## config.mk

```make
export PLATFORM = sky130hd
export DESIGN_NAME = mem_bus_arbiter
export DESIGN_NICKNAME = d
export VERILOG_FILES = /design/src/rtl/nic8_bus_pkg.sv /design/src/rtl/sat_counter.sv /design/src/rtl/mem_bus_arbiter.sv
export SDC_FILE = /design/constraint.sdc
export NUM_CORES = 1
export LEC_CHECK = 0
export BUFFER_PORTS_ARGS = -buffer_cell sky130_fd_sc_hd__buf_2
export CAP_MARGIN = 0
export CORE_MARGIN = 2
export CORE_UTILIZATION = 27
export DETAILED_ROUTE_END_ITERATION = 12
export PLACE_DENSITY = 0.52
export SLEW_MARGIN = 5
export SYNTH_ARGS = -nofsm -noshare
export SYNTH_HDL_FRONTEND = slang
export SYNTH_SLANG_ARGS = --single-unit
```

## constraint.sdc

```tcl
create_clock -name clk -period 1.89 [get_ports clk]
set_clock_uncertainty 0.1 [all_clocks]
set_input_delay 0.2835 -clock clk [delete_from_list [all_inputs] [get_ports clk]]
set_output_delay 0.2835 -clock clk [all_outputs]
set_load 0.05 [all_outputs]
```

## src/rtl/nic8_bus_pkg.sv

```systemverilog
// Shared types for the nic8 memory-bus arbiter.
// State encoding and counter sizing helpers.
package nic8_bus_pkg;

    localparam int AW_DEF = 8;
    localparam int DW_DEF = 8;

    typedef enum logic [1:0] {
        CPU     = 2'd0,
        HALTING = 2'd1,
        DMA     = 2'd2,
        RELEASE = 2'd3
    } busState_e;

    function automatic int cntWidth(input int maxVal);
        return (maxVal < 1) ? 1 : $clog2(maxVal + 1);
    endfunction

endpackage

```

## src/rtl/sat_counter.sv

```systemverilog
// Up-counter that sticks at MAX; synchronous clear wins over increment.
// Reset value is a parameter so a counter can start saturated.
module sat_counter #(
    parameter int WIDTH   = 4,
    parameter int MAX     = 15,
    parameter int RST_VAL = 0
) (
    input  logic             clk,
    input  logic             rstN,
    input  logic             clear,
    input  logic             inc,
    output logic [WIDTH-1:0] count
);

    localparam logic [WIDTH-1:0] CNT_MAX = WIDTH'(MAX);
    localparam logic [WIDTH-1:0] CNT_RST = WIDTH'(RST_VAL);

    always_ff @(posedge clk or negedge rstN) begin
        if (!rstN) begin
            count <= CNT_RST;
        end else if (clear) begin
            count <= '0;
        end else if (inc && (count != CNT_MAX)) begin
            count <= count + WIDTH'(1);
        end
    end

endmodule

```

## src/rtl/mem_bus_arbiter.sv

```systemverilog
// Shares one memory port between the CPU and a DMA requester.
// DMA bursts are bounded and separated by a CPU run-time floor.
module mem_bus_arbiter
    import nic8_bus_pkg::*;
#(
    parameter int AW        = AW_DEF,
    parameter int DW        = DW_DEF,
    parameter int MAX_BURST = 16,
    parameter int CPU_MIN   = 4
) (
    input  logic          clk,
    input  logic          reset,
    input  logic [AW-1:0] cpu_addr,
    input  logic [DW-1:0] cpu_wdata,
    input  logic          cpu_we,
    input  logic          cpu_re,
    output logic          cpu_halt,
    input  logic          dma_req,
    input  logic          dma_we,
    input  logic [AW-1:0] dma_addr,
    input  logic [DW-1:0] dma_wdata,
    input  logic          dma_last,
    output logic          dma_gnt,
    output logic [DW-1:0] dma_rdata,
    output logic          dma_rvalid,
    output logic [AW-1:0] mem_addr,
    output logic [DW-1:0] mem_wdata,
    output logic          mem_we,
    output logic          mem_re,
    input  logic [DW-1:0] mem_rdata
);

    localparam int CW = cntWidth(CPU_MIN);
    localparam int BW = cntWidth(MAX_BURST);

    busState_e     state;
    busState_e     stateNext;
    logic [CW-1:0] cpuCnt;
    logic [BW-1:0] burstCnt;
    logic          floorMet;
    logic          burstAtCap;
    logic          xfer;

    sat_counter #(
        .WIDTH  (CW),
        .MAX    (CPU_MIN),
        .RST_VAL(CPU_MIN)
    ) cpuCounter (
        .clk  (clk),
        .rstN (reset),
        .clear(state == RELEASE),
        .inc  (state == CPU),
        .count(cpuCnt)
    );

    sat_counter #(
        .WIDTH  (BW),
        .MAX    (MAX_BURST),
        .RST_VAL(0)
    ) burstCounter (
        .clk  (clk),
        .rstN (reset),
        .clear(state == HALTING),
        .inc  (xfer),
        .count(burstCnt)
    );

    // A zero floor would make the compare constant, so fold it away.
    generate
        if (CPU_MIN == 0) begin : gNoFloor
            assign floorMet = 1'b1;
        end else begin : gFloor
            assign floorMet = (cpuCnt >= CW'(CPU_MIN));
        end
    endgenerate

    assign burstAtCap = (burstCnt == BW'(MAX_BURST - 1));
    assign xfer       = (state == DMA) && dma_req;

    always_ff @(posedge clk or negedge reset) begin
        if (!reset) begin
            state <= CPU;
        end else begin
            state <= stateNext;
        end
    end

    always_comb begin
        stateNext = state;
        cpu_halt  = 1'b1;
        dma_gnt   = 1'b0;
        mem_addr  = cpu_addr;
        mem_wdata = cpu_wdata;
        mem_we    = 1'b0;
        mem_re    = 1'b0;
        unique case (state)
            CPU: begin
                cpu_halt = 1'b0;
                mem_we   = cpu_we;
                mem_re   = cpu_re;
                if (dma_req && floorMet) begin
                    stateNext = HALTING;
                end
            end
            HALTING: begin
                stateNext = DMA;
            end
            DMA: begin
                dma_gnt   = 1'b1;
                mem_addr  = dma_addr;
                mem_wdata = dma_wdata;
                mem_we    = dma_req & dma_we;
                mem_re    = dma_req & ~dma_we;
                // In DMA every cycle with dma_req is a transfer.
                if (!dma_req || dma_last || burstAtCap) begin
                    stateNext = RELEASE;
                end
            end
            RELEASE: begin
                stateNext = CPU;
            end
            default: begin
                stateNext = CPU;
            end
        endcase
    end

    always_ff @(posedge clk or negedge reset) begin
        if (!reset) begin
            dma_rvalid <= 1'b0;
            dma_rdata  <= '0;
        end else begin
            dma_rvalid <= xfer && !dma_we;
            if (xfer && !dma_we) begin
                dma_rdata <= mem_rdata;
            end
        end
    end

endmodule
```

* Yosys cells after proc, flatten, opt, wreduce, memory -nomap -nowiden *
Index checks and enable logic that the tools add are counted.

word-level totals
  input port bits = 47
  register bits = 19
  word-level logic and storage cells = 45
  output and inout port bits = 29

operators by class
  bitwise logic cells = 3
  reduce and logical (&&, ||, !) cells = 13
  order comparisons = 1
  $add $sub $neg = 2
  muxes and demuxes = 13
  eq/ne operators = 8

operator list
  operator                                                                 count
  8-bit 2-to-1 mux                                                         2
  5-bit 2-to-1 mux                                                         2
  2-bit one-hot mux with 4 select lines                                    1
  3-bit 2-to-1 mux                                                         2
  5-bit by 1-bit adder with 5-bit output, second input constant            1
  5-bit by 4-bit == test with 1-bit output, second input constant          1
  1-bit logical AND                                                        5
  5-bit inequality test, second input constant                             1
  2-bit == test, second input constant                                     2
  2-bit 2-to-1 mux                                                         2
  1-bit one-hot mux with 2 select lines                                    2
  2-bit nonzero test                                                       2
  3-bit by 1-bit adder with 3-bit output, second input constant            1
  3-bit >= comparator, second input constant                               1
  3-bit inequality test, second input constant                             1
  1-bit bitwise AND                                                        2
  2-bit by 1-bit == test with 1-bit output, second input constant          1
  1-bit zero test                                                          2
  2-bit zero test                                                          1
  1-bit logical OR                                                         2
  1-bit 2-to-1 mux                                                         2
  2-bit by 1-bit inequality test with 1-bit output, second input constant  1
  2-bit inequality test, second input constant                             1
  2-bit AND reduction                                                      1
  1-bit NOT                                                                1

* Longest topological paths before layout *
Gate-level depths: netlist of run 1.

  depth after elaboration = 5
  gate-level depth with buffers = 6
  gate-level depth less buffers = 6

* Hierarchy *
Synthesis of run 1 repeated with hierarchy kept, for this count alone.

unflattened totals
  cells, all modules = 100
  area total of the unflattened synthesis = 1188.6 sq um

by module, submodules not included
  module                      times used  sequential area each (sq um)  cells each  area each (sq um)
  mem_bus_arbiter             1           275.3                         56          711.9
  sat_counter (burstCounter)  1           125.1                         27          276.5
  sat_counter (cpuCounter)    1           76.3                          17          200.2

* Least setup slack after synthesis of run 1 *
Ideal clock, no wire load.

  kind = flip-flop to output port
  start point = register state[0]
  end point = output port mem_we
  arrival time = 1959 ps
  data required time = 1507 ps
  cell stages (with the launch flop) = 6
  slack = -452 ps
  path buffers = 2
  cell sequence = dfrtp_1 inv_1 ha_1 buf_4 buf_4 a32o_1

on the way
  cells in the longest elaborated chain, start to end = 2
  elaborated cells between the ends (all ways) = 3
  classes of those cells = eq/ne (1); mux (1); reduce/logical (1)

RTL lines
  element                                                  line                   text
  from (decl)                                              mem_bus_arbiter.sv:36  busState_e state;
  from (signal assigned)                                   mem_bus_arbiter.sv:84  state <= stateNext;
  2-bit == test / 2-bit zero test (equally long branches)  mem_bus_arbiter.sv:96  unique case (state)
  1-bit one-hot mux with 2 select lines (*)                mem_bus_arbiter.sv:96
  to (decl)                                                mem_bus_arbiter.sv:28  output logic mem_we,

Mark *: on every way between the ends. The rest lies on a longest branch, timed or not.

* Worst setup path after layout of run 1 *
  start point = register state[0]
  end point = output port mem_wdata[1]

on the way
  cells in the longest elaborated chain, start to end = 2

RTL lines
  element           line                   text
  2-bit == test     mem_bus_arbiter.sv:96
  8-bit 2-to-1 mux  mem_bus_arbiter.sv:96
  to (decl)         mem_bus_arbiter.sv:27  output logic [DW-1:0] mem_wdata,

Every way passes these cells.

==> metrics.csv, run 1 <==
stage,metric,value,unit
outcome,status,"finished, violations left",
outcome,violations,negative setup slack,
pwr,p_seq_share,20.2,%
critical_path,cp-end-kind,output port,
pwr,p_clk_share,7.9,%
clocking,cts_tree,done,
critical_path,path_max_fanout,10,
critical_path,required,1.51,ns
sta,setup_viol,8,
synthesis,synth_cells,97,
sta,relSlewSlack,72.5,%
sta,grt_setup_unrepaired,true,
die,initial_core_util,28.7,%
die,die_h,69.9,um
sta,max_slew.worst_pin.slew,0.413,ns
sta,finalWorstPathRequiredPeriod,1.90,ns
final_layout,fin_cells,233,
pwr,peakVddDrop,0.846,mV
pwr,p_int,1.75,mW
die,dieWidth,69.9,um
worst_hold_path,holdPathStages,2,
critical_path,rrSetupSlack,0.14,ns
synthesis,synth.yosys.seq_area_share,40.6,%
die,rows,23,
clocking,clk_pin_slew,0.07,ns
final_layout,fin_util,46.4,%
die,ios,76,
synthesis,yosys.area.top_type,dfrtp_1,
critical_path,max_stage_delay,0.39,ns
die,die_area,0.00489,mm^2
sta,fin_ws,-0.0119,ns
clocking,numCtsBuffers,3,
clocking,insertion_delay,0.25,ns
pwr,combPwrFrac,71.9,%
sta,max_freq,526,MHz
synthesis,ys_types,29,
pwr,power_density,1820,mW/mm^2
route,wl_per_cell,12.6,um
route,drt-total-wl,2.93,mm
critical_path,crit_path_cell_trace,"inv_2, ha_4, buf_12, mux2_2, buf_6",
global_route,antenna_found_initial,0,
critical_path,crit_path_start,state[0],
route,first_pass_iters,3,
sta,whs,0.164,ns
route,route.detailed.drc,0,
route,vias,1063,
global_route,grt_pass1_wl,4.72,mm
placed_design,preCtsSetupSlack,0.0195,ns
synthesis,synth_area_leaders,"dfrtp_1 (38%), mux2_2 (25%), ha_1 (9.6%)",
synthesis,syn_area_per_cell,12.1,um^2
final_layout,drive_gt1_share,67.2,%
clocking,htree_levels,1,
synthesis,yosysWarnings,0,
critical_path,r2r_cells,6,
placed_design,dp_cells,223,
run,drv_cap,0,
critical_path,cp.arrival,1.52,ns
critical_path,cp-endpoint,mem_wdata[1],
pwr,switching_share,49.5,%
critical_path,cp_slowest_cell,dfrtp_1,
critical_path,rr_startpoint,burstCounter.count[1],
global_route,grt_pass1_vias,1061,
sta,fin_crit_sh,101,%
global_route,track_usage,11.7,%
die,core_area,0.00409,mm^2
final_layout,final_cell_mix,"buf_2 (58), mux2_2 (18), dfrtp_1 (18)",
final_layout,num_antenna_cells,0,
pwr,power_leakage,0.951,nW
global_route,grt_max_degree,20,
sta,finalMaxSlewViolations,0,
route,drtIter0Drc,13,
synthesis,synth.top_cell.area_share,38.4,%
global_route,grt_remaining_overflow,0,
route,detail-route-antenna-nets,0,
final_layout,final_common_cell,buf_2,
placed_design,place.gp.congestion,0.819,
clocking,numClockSinks,19,
placed_design,hpwl,2.23,mm
final_layout,fin_nets,240,
sta,finalHoldViolCount,0,
synthesis,synthesis.nets,153,
clocking,cts_buffer_depth,2,
final_layout,syn2layout_area_growth,61.7,%
clocking,cts_root_buffer,clkbuf_8,
pwr,p_switching,1.71,mW
synthesis,ys_seq_elements,19,
worst_hold_path,hp-class,input pin to flip-flop,
critical_path,worstSetupStartpointType,flip-flop,
critical_path,critical_path_class,flip-flop to output port,
route,via_per_inst,4.56,
critical_path,timing.rr.end,state[1],
synthesis,synth_area,0.00117,mm^2
placed_design,port_buffers,75,
cell usage after synthesis, drive strengths merged:
cell / number
a21boi: 1
a31o: 1
mux2i: 2
xnor2: 1
a311oi: 1
ha: 9
nand2b: 2
and3: 1
nand2: 2
o22a: 1
nor2: 7
nor3: 1
mux2: 26
dfstp: 1
a32o: 1
a41oi: 1
buf: 2
dfrtp: 18
a21o: 1
and4b: 1
inv: 10
o21ai: 1
a32oi: 1
a221oi: 1
nand3: 1
or3: 1
a21oi: 2
worst min path at each step:
stage / slack, ns / startpoint / to
after floorplan: -0.11 / reset / burstCounter.count[0]
after global placement: 0.14 / reset / dma_rdata[5]
after detailed placement: 0.14 / reset / dma_rdata[0]
after CTS: 0.15 / mem_rdata[5] / dma_rdata[5]
after global routing: 0.16 / mem_rdata[5] / dma_rdata[5]
final: 0.16 / mem_rdata[4] / dma_rdata[4]
flip-flops by register name, indices dropped and copies added, names as in the netlist:
signal	cells
cpuCounter.count	3
state	2
burstCounter.count	5
dma_rdata	8
dma_rvalid	1
final cells by class:
type / count / area (um^2)
clock buffer: 4 / 45.0
fill: 365 / 2190
inverter: 10 / 37.5
multi-input combinational: 66 / 699
sequential: 19 / 477
tap: 50 / 62.6
timing repair buffer: 84 / 577
worst max-delay path, delay by kind of cell (launching register included):
family,cells,cell delay [ns]
flops,1,0.39
fa+ha+maj,1,0.16
mux,1,0.34
buf+inv,3,0.37
metal layers:
metal / GRT usage, % / vias to the layer above / wire (um)
li1: - / 517 / -
met1: 14.0 / 480 / 1190
met2: 20.5 / 66 / 1410
met3: 3.46 / 0 / 338
met4: 2.56 / 0 / 0
met5: 0 / - / 0
kinds of logic (layout without fill, tap and decap cells):
family	count (synthesis)	count (layout)	share of synthesized area [%]
mux	28	28	26.7
flops	19	19	40.6
simple gates	16	16	7.99
compound gates	12	12	9.92
buf+inv	12	98	4.48
fa+ha+maj	9	9	9.60
xor+xnor	1	1	0.746
per-stage QoR:
step                instance area [um^2]  power [mW]  setup TNS (ns)
floorplan                           1220        2.45               0
global placement                    1660        2.81               0
detailed placement                  1660        2.86               0
CTS                                 1890        3.48          -0.306
global route                        1900        3.64          -0.881
finish                              1900        3.46         -0.0789
timing repair:
item,in CTS,in global routing
endpoints found under the setup margin,18,18
pin swaps,0,1
hold endpoints to repair,18,0
setup buffers,5,0
gates resized for setup,37,2
hold buffers,1,0
power by group through the flow:
stage | registers (mW) | logic [mW] | clock network [mW]
floorplan | 1.02 | 1.43 | 0
global placement | 0.699 | 2.11 | 0
detailed placement | 0.707 | 2.15 | 0
CTS | 0.701 | 2.49 | 0.289
global route | 0.723 | 2.62 | 0.303
finish | 0.701 | 2.49 | 0.273
Power figures use the tool's default switching activity.
==> run 2, diff against run 1 <==
- HOLD_SLACK_MARGIN: not set -> 0.02
- SYNTH_HIERARCHICAL: not set -> 1
==> metrics.csv, run 2 <==
stage,metric,value,unit,change
outcome,status,"finished, violations left",,
outcome,violations,negative setup slack,,
sta,fin_ws,-0.0847,ns,-0.0728 ns
worst_hold_path,hp-class,input pin to flip-flop,,
final_layout,largest_register_ffs,8,,unchanged
pwr,switching_share,46.8,%,-2.7 points
pwr,power_density,1860,mW/mm^2,+2.2%
synthesis,synth.top_cell.area_share,37.9,%,-0.48 points
final_layout,final_cell_mix,"buf_2 (57), mux2_4 (18), dfrtp_1 (18)",,
route,via_per_inst,4.55,,-0.24%
pwr,peakVddDrop,0.925,mV,+9.4%
route,detail-route-antenna-nets,0,,unchanged
sta,setup_viol,16,,+8
placed_design,dp_cells,228,,+2.2%
synthesis,yosysWarnings,6,,+6
synthesis,synth_cells,100,,+3.1%
critical_path,required,1.51,ns,about the same
route,route.detailed.drc,0,,unchanged
synthesis,synthesis.nets,155,,+1.3%
pwr,p_int,2.05,mW,+17%
synthesis,ys_types,29,,unchanged
sta,whs,0.159,ns,-0.00531 ns
critical_path,critical_path_class,flip-flop to output port,,
synthesis,yosys.area.top_type,dfrtp_1,,
synthesis,synthArstFlopShare,100,%,unchanged
synthesis,synth.yosys.seq_area_share,40.1,%,-0.51 points
sta,tns,-1.02,ns,-0.942 ns
die,ios,76,,unchanged
sta,max_freq,506,MHz,-3.7%
route,drtIter0Drc,9,,-4
pwr,combPwrFrac,74.4,%,+2.5 points
sta,finalWorstPathRequiredPeriod,1.97,ns,+0.0728 ns
synthesis,synth_area_leaders,"dfrtp_1 (38%), mux2_2 (16%), ha_1 (8.4%)",,
global_route,grt_remaining_overflow,0,,unchanged
synthesis,syn_area_per_cell,11.9,um^2,-1.8%
clocking,numClockSinks,19,,unchanged
die,die_area,0.00495,mm^2,+1.2%
placed_design,hpwl,2.35,mm,+5.4%
die,dieWidth,70.4,um,+0.60%
sta,fin_crit_sh,104,%,+3.9 points
synthesis,synth_most_common_cell,dfrtp_1,,
die,die_h,70.4,um,+0.60%
global_route,track_usage,12.9,%,+1.3 points
die,initial_core_util,27.7,%,-1.0 points
sta,relSlewSlack,70.9,%,-1.6 points
final_layout,final_common_cell,buf_2,,
sta,finalMaxSlewViolations,0,,unchanged
clocking,htree_levels,1,,unchanged
critical_path,cp.arrival,1.59,ns,+0.07 ns
die,core_area,0.00429,mm^2,+5.1%
pwr,p_switching,1.80,mW,+5.2%
final_layout,syn2layout_area_growth,73.8,%,
placed_design,place.gp.congestion,0.794,,-3.1%
pwr,p_clk_share,7.2,%,-0.7 points
placed_design,port_buffers,75,,unchanged
pwr,power_leakage,1.06,nW,+12%
final_layout,regMostFlops,dma_rdata,,
critical_path,path_max_fanout,6,,-4
sta,grt_setup_unrepaired,true,,
final_layout,top_regs,"dma_rdata: 8 flops, burstCounter/count: 5 flops, cpuCounter/count: 3 flops",,
synthesis,synth_edf_count,0,,unchanged
global_route,grt_max_degree,20,,unchanged
synthesis,synth_area,0.00119,mm^2,+1.3%
clocking,clk_pin_slew,0.07,ns,about the same
synthesis,synth_commonest_cells,"dfrtp_1 (18), mux2_2 (17), ha_1 (8), inv_1 (8), mux2_1 (7)",,
pwr,p_seq_share,18.4,%,-1.8 points
critical_path,cp-end-kind,output port,,
route,drt-total-wl,3.24,mm,+10%
synthesis,ys_seq_elements,19,,unchanged
clocking,cts_root_buffer,clkbuf_8,,
synthesis,synthFlopType,dfrtp_1,,
final_layout,fin_nets,247,,+2.9%
route,vias,1106,,+4.0%
sta,max_slew.worst_pin.slew,0.437,ns,+0.0234 ns
global_route,grt_pass1_vias,1157,,+9.0%
run,drv_cap,0,,unchanged
final_layout,num_antenna_cells,0,,unchanged
sta,finalHoldViolCount,0,,unchanged
critical_path,worstSetupStartpointType,flip-flop,,
route,wl_per_cell,13.3,um,+5.8%
global_route,grt_pass1_wl,5.17,mm,+9.5%
route,first_pass_iters,4,,+1
die,rows,24,,+4.3%
clocking,insertion_delay,0.25,ns,about the same
clocking,numCtsBuffers,3,,unchanged
final_layout,drive_gt1_share,67.0,%,-0.20 points
clocking,cts_tree,done,,
clocking,cts_buffer_depth,2,,unchanged
final_layout,fin_cells,243,,+4.3%
global_route,antenna_found_initial,0,,unchanged
## run 2: cell types whose count changed after synthesis, moves of 2 or more
cell / before / now
nand4_1: 0 / 3
xor2_1: 0 / 2
nand2b_1: 2 / 4
inv_1: 10 / 8
mux2_2: 26 / 17
mux2_4: 0 / 3
mux2_1: 0 / 7
nand2_1: 1 / 4
## run 2: layout make-up
class	instances	area, um^2
clock buffers	4	45.0
fillers	369	2230
inverters	8	30.0
multi-input cells	71	753
flip-flops and latches	19	477
well taps	52	65.1
repair buffers	89	696
## run 2: worst max-delay path, cell delays in order, from the launching register on
cell and delay (ns):
dfrtp_1 0.42, ha_4 0.20, buf_12 0.13, buf_12 0.13
mux2_4 0.30, buf_8 0.15
## run 2: power groups by stage
| stage | registers, mW | clock network, mW | logic [mW] |
|---|---|---|---|
| floorplan | 1.01 | 0 | 1.48 |
| global placement | 0.702 | 0 | 2.20 |
| detailed placement | 0.714 | 0 | 2.23 |
| CTS | 0.707 | 0.291 | 2.78 |
| global route | 0.732 | 0.311 | 3.02 |
| finish | 0.708 | 0.276 | 2.87 |
## run 2: worst paths after layout
path | end | slack (ns) | from | depth (start not counted)
setup / recovery | mem_addr[4] | -0.08 | state[1] | 5
hold / removal | dma_rdata[5] | 0.16 | mem_rdata[5] | 2
setup reg to reg | dma_rdata[5] | 0.22 | state[0] | 7
hold reg to reg | dma_rdata[5] | 0.40 | dma_rdata[5] | 1
max in group asynchronous | cpuCounter/count[2] | 0.95 | reset | 2
min in group asynchronous | dma_rdata[2] | 0.40 | reset | 2
## run 2: kinds of logic (layout without fill, tap and decap cells)
kind of cell               after synthesis  after routing  synth area share, %
and+or+nand+nor                         24             24                 12.3
buffers and inverters                   10            101                 3.58
AOI/OAI and AO/OA                        8              8                 5.90
adders and majority gates                8              8                 8.42
DFF                                     19             19                 40.1
xor gates and xnor gates                 2              2                 1.47
muxes                                   29             29                 28.2
## run 2: routing by layer
layer,track usage (%),up-vias,part of all wire [%]
met5,0,-,0
met4,3.85,0,0.31
met3,3.75,2,12
met2,23.6,74,48
met1,14.4,501,40
li1,-,529,-
## run 2: per-stage QoR
stage / setup WS [ns] / utilization [%] / power (mW) / instance area, um^2
floorplan: 0.0393 / - / 2.49 / 1250
global placement: 0.144 / 39.6 / 2.90 / 1700
detailed placement: 0.0914 / 39.6 / 2.95 / 1700
CTS: -0.0909 / 46.9 / 3.78 / 2010
global route: -0.144 / 48.1 / 4.06 / 2070
finish: -0.0847 / 48.1 / 3.85 / 2070
## run 2: repair_timing
item	4_1_cts	5_1_grt
endpoints found under the setup margin	18	18
resized for setup	46	9
endpoints found under the hold margin	18	0
cloned	1	0
setup buffers	7	2
pin swaps	0	2
hold buffers	1	0
==> run 3, diff against run 2 <==
- SETUP_SLACK_MARGIN: not set -> 0.05
==> metrics.csv, run 3 (synthesized netlist as in run 2, its figures left out) <==
stage,metric,value,unit,change
outcome,status,"finished, violations left",,
outcome,violations,negative setup slack,,
final_layout,final_cell_mix,"buf_2 (57), dfrtp_1 (18), buf_6 (17)",,
clocking,cts_tree,done,,
route,via_per_inst,4.63,,+1.8%
route,detail-route-antenna-nets,0,,unchanged
global_route,track_usage,13.4,%,+0.47 points
sta,finalWorstPathRequiredPeriod,1.96,ns,-0.0123 ns
sta,fin_ws,-0.0724,ns,+0.0123 ns
global_route,grt_pass1_wl,5.26,mm,+1.9%
critical_path,rrSetupSlack,0.19,ns,-0.03 ns
placed_design,place.gp.congestion,0.901,,+13%
final_layout,drive_gt1_share,66.5,%,-0.53 points
critical_path,required,1.51,ns,about the same
route,drt-total-wl,3.23,mm,-0.28%
global_route,antenna_found_initial,0,,unchanged
die,die_area,0.00495,mm^2,unchanged
global_route,grt_max_degree,20,,unchanged
placed_design,dp_cells,229,,+0.44%
critical_path,max_stage_delay,0.39,ns,-0.03 ns
die,initial_core_util,27.7,%,unchanged
worst_hold_path,hp-start,mem_rdata[5],,
worst_hold_path,holdPathStages,2,,unchanged
critical_path,crit_path_cell_trace,"inv_2, ha_4, buf_6, buf_12, mux2_4, buf_8",,
die,core_area,0.00429,mm^2,unchanged
sta,relSlewSlack,71.2,%,+0.32 points
route,first_pass_iters,4,,unchanged
placed_design,port_buffers,75,,unchanged
final_layout,fillers,386,,+4.6%
sta,max_freq,510,MHz,+0.63%
pwr,peakVddDrop,0.912,mV,-1.5%
final_layout,fin_cells,240,,-1.2%
worst_hold_path,whs_endpoint,dma_rdata[5],,
final_layout,multi_input_area,721,um^2,-4.3%
final_layout,top_regs,"dma_rdata: 8 flops, burstCounter/count: 5 flops, cpuCounter/count: 3 flops",,
placed_design,hpwl,2.41,mm,+2.3%
final_layout,syn2layout_area_growth,64.4,%,
global_route,grt_pass1_vias,1150,,-0.61%
critical_path,cp-end-kind,output port,,
sta,whs,0.146,ns,-0.0127 ns
critical_path,cp_slowest_cell,dfrtp_1,,
route,vias,1112,,+0.54%
final_layout,seq_area,477,um^2,unchanged
sta,setup_viol,17,,+1
critical_path,r2r_cells,8,,+1
route,route.detailed.drc,0,,unchanged
critical_path,critical_path_class,flip-flop to output port,,
clocking,insertion_delay,0.25,ns,about the same
critical_path,crit_family,buffers and inverters,,
clocking,cts_root_buffer,clkbuf_8,,
clocking,numCtsBuffers,3,,unchanged
clocking,htree_levels,1,,unchanged
critical_path,rr_startpoint,state[0],,
placed_design,dpl_cell_area,0.00171,mm^2,+0.44%
sta,fin_crit_sh,104,%,-0.65 points
final_layout,regMostFlops,dma_rdata,,
pwr,power_leakage,1.01,nW,-5.4%
worst_hold_path,hp-class,input pin to flip-flop,,
pwr,power_density,1840,mW/mm^2,-1.3%
critical_path,cp.arrival,1.58,ns,about the same
final_layout,fin_util,45.5,%,-2.6 points
sta,grt_setup_unrepaired,true,,
clocking,cts_buffer_depth,2,,unchanged
final_layout,final_common_cell,buf_2,,
critical_path,path_max_fanout,5,,-1
run,drv_cap,0,,unchanged
route,drtIter0Drc,25,,+16
sta,finalMaxSlewViolations,0,,unchanged
clocking,clk_pin_slew,0.07,ns,about the same
route,wl_per_cell,13.4,um,+0.97%
die,ios,76,,unchanged
die,dieWidth,70.4,um,unchanged
critical_path,critPathBufInv,4,,+1
sta,max_slew.worst_pin.slew,0.432,ns,-0.00479 ns
final_layout,final_area,0.00195,mm^2,-5.4%
critical_path,worstSetupStartpointType,flip-flop,,
final_layout,largest_register_ffs,8,,unchanged
die,rows,24,,unchanged
global_route,grt_remaining_overflow,0,,unchanged
clocking,numClockSinks,19,,unchanged
sta,finalHoldViolCount,0,,unchanged
critical_path,timing.rr.end,burstCounter/count[2],,
final_layout,fin_nets,244,,-1.2%
die,die_h,70.4,um,unchanged
final_layout,num_antenna_cells,0,,unchanged
run 3: worst max path at each step:
stage,endpoint,depth (start not counted),start
CTS,mem_wdata[3],5,state[1]
global route,mem_addr[1],5,state[1]
finish,mem_wdata[3],6,state[0]
floorplan,mem_addr[1],5,state[0]
global placement,mem_wdata[3],5,state[0]
detailed placement,mem_wdata[3],5,state[0]
run 3: layout make-up:
class                      count  area share [%]
clock buffer                   4            2.30
inverter                       8            1.54
multi-input combinational     71            36.9
sequential                    19            24.4
tap                           52            3.33
timing repair buffer          86            31.6
run 3: worst register-to-register path, delay by kind of cell (launching register included):
kind / cells / cell delay [ns]
compound gates: 1 / 0.13
fa+ha+maj: 1 / 0.14
simple gates: 3 / 0.53
buf+inv: 3 / 0.34
flops: 1 / 0.39
run 3: per-stage QoR:
| stage | setup WS (ns) | TNS (ns) | total power, mW |
|---|---|---|---|
| 3_5_place_dp | 0.0948 | 0 | 2.94 |
| 5_1_grt | -0.125 | -1.86 | 3.81 |
| 3_3_place_gp | 0.140 | 0 | 2.91 |
| 6_report | -0.0724 | -0.845 | 3.60 |
| 2_1_floorplan | 0.0523 | 0 | 2.51 |
| 4_1_cts | -0.0604 | -0.769 | 3.55 |
run 3: report_power, final:
part / switching [mW] / internal [mW]
sequential: 0.118 / 0.579
clock: 0.132 / 0.150
combinational: 1.50 / 1.12
run 3: what timing repair did:
action,in CTS,in global routing
resized for setup,38,8
hold endpoints to repair,18,0
endpoints found under the setup margin,18,19
buffers inserted,4,1
pin swaps,1,1
hold buffers,1,0
gates cloned,1,0
run 3: per-layer routing:
| layer | vias to the layer above | part of all wire (%) | global-route usage [%] | wire (um) |
|---|---|---|---|---|
| li1 | 525 | - | - | - |
| met1 | 506 | 38 | 15.2 | 1220 |
| met2 | 77 | 48 | 24.1 | 1560 |
| met3 | 4 | 13 | 4.04 | 417 |
| met4 | 0 | 0.96 | 3.85 | 31 |
| met5 | - | 0 | 0 | 0 |
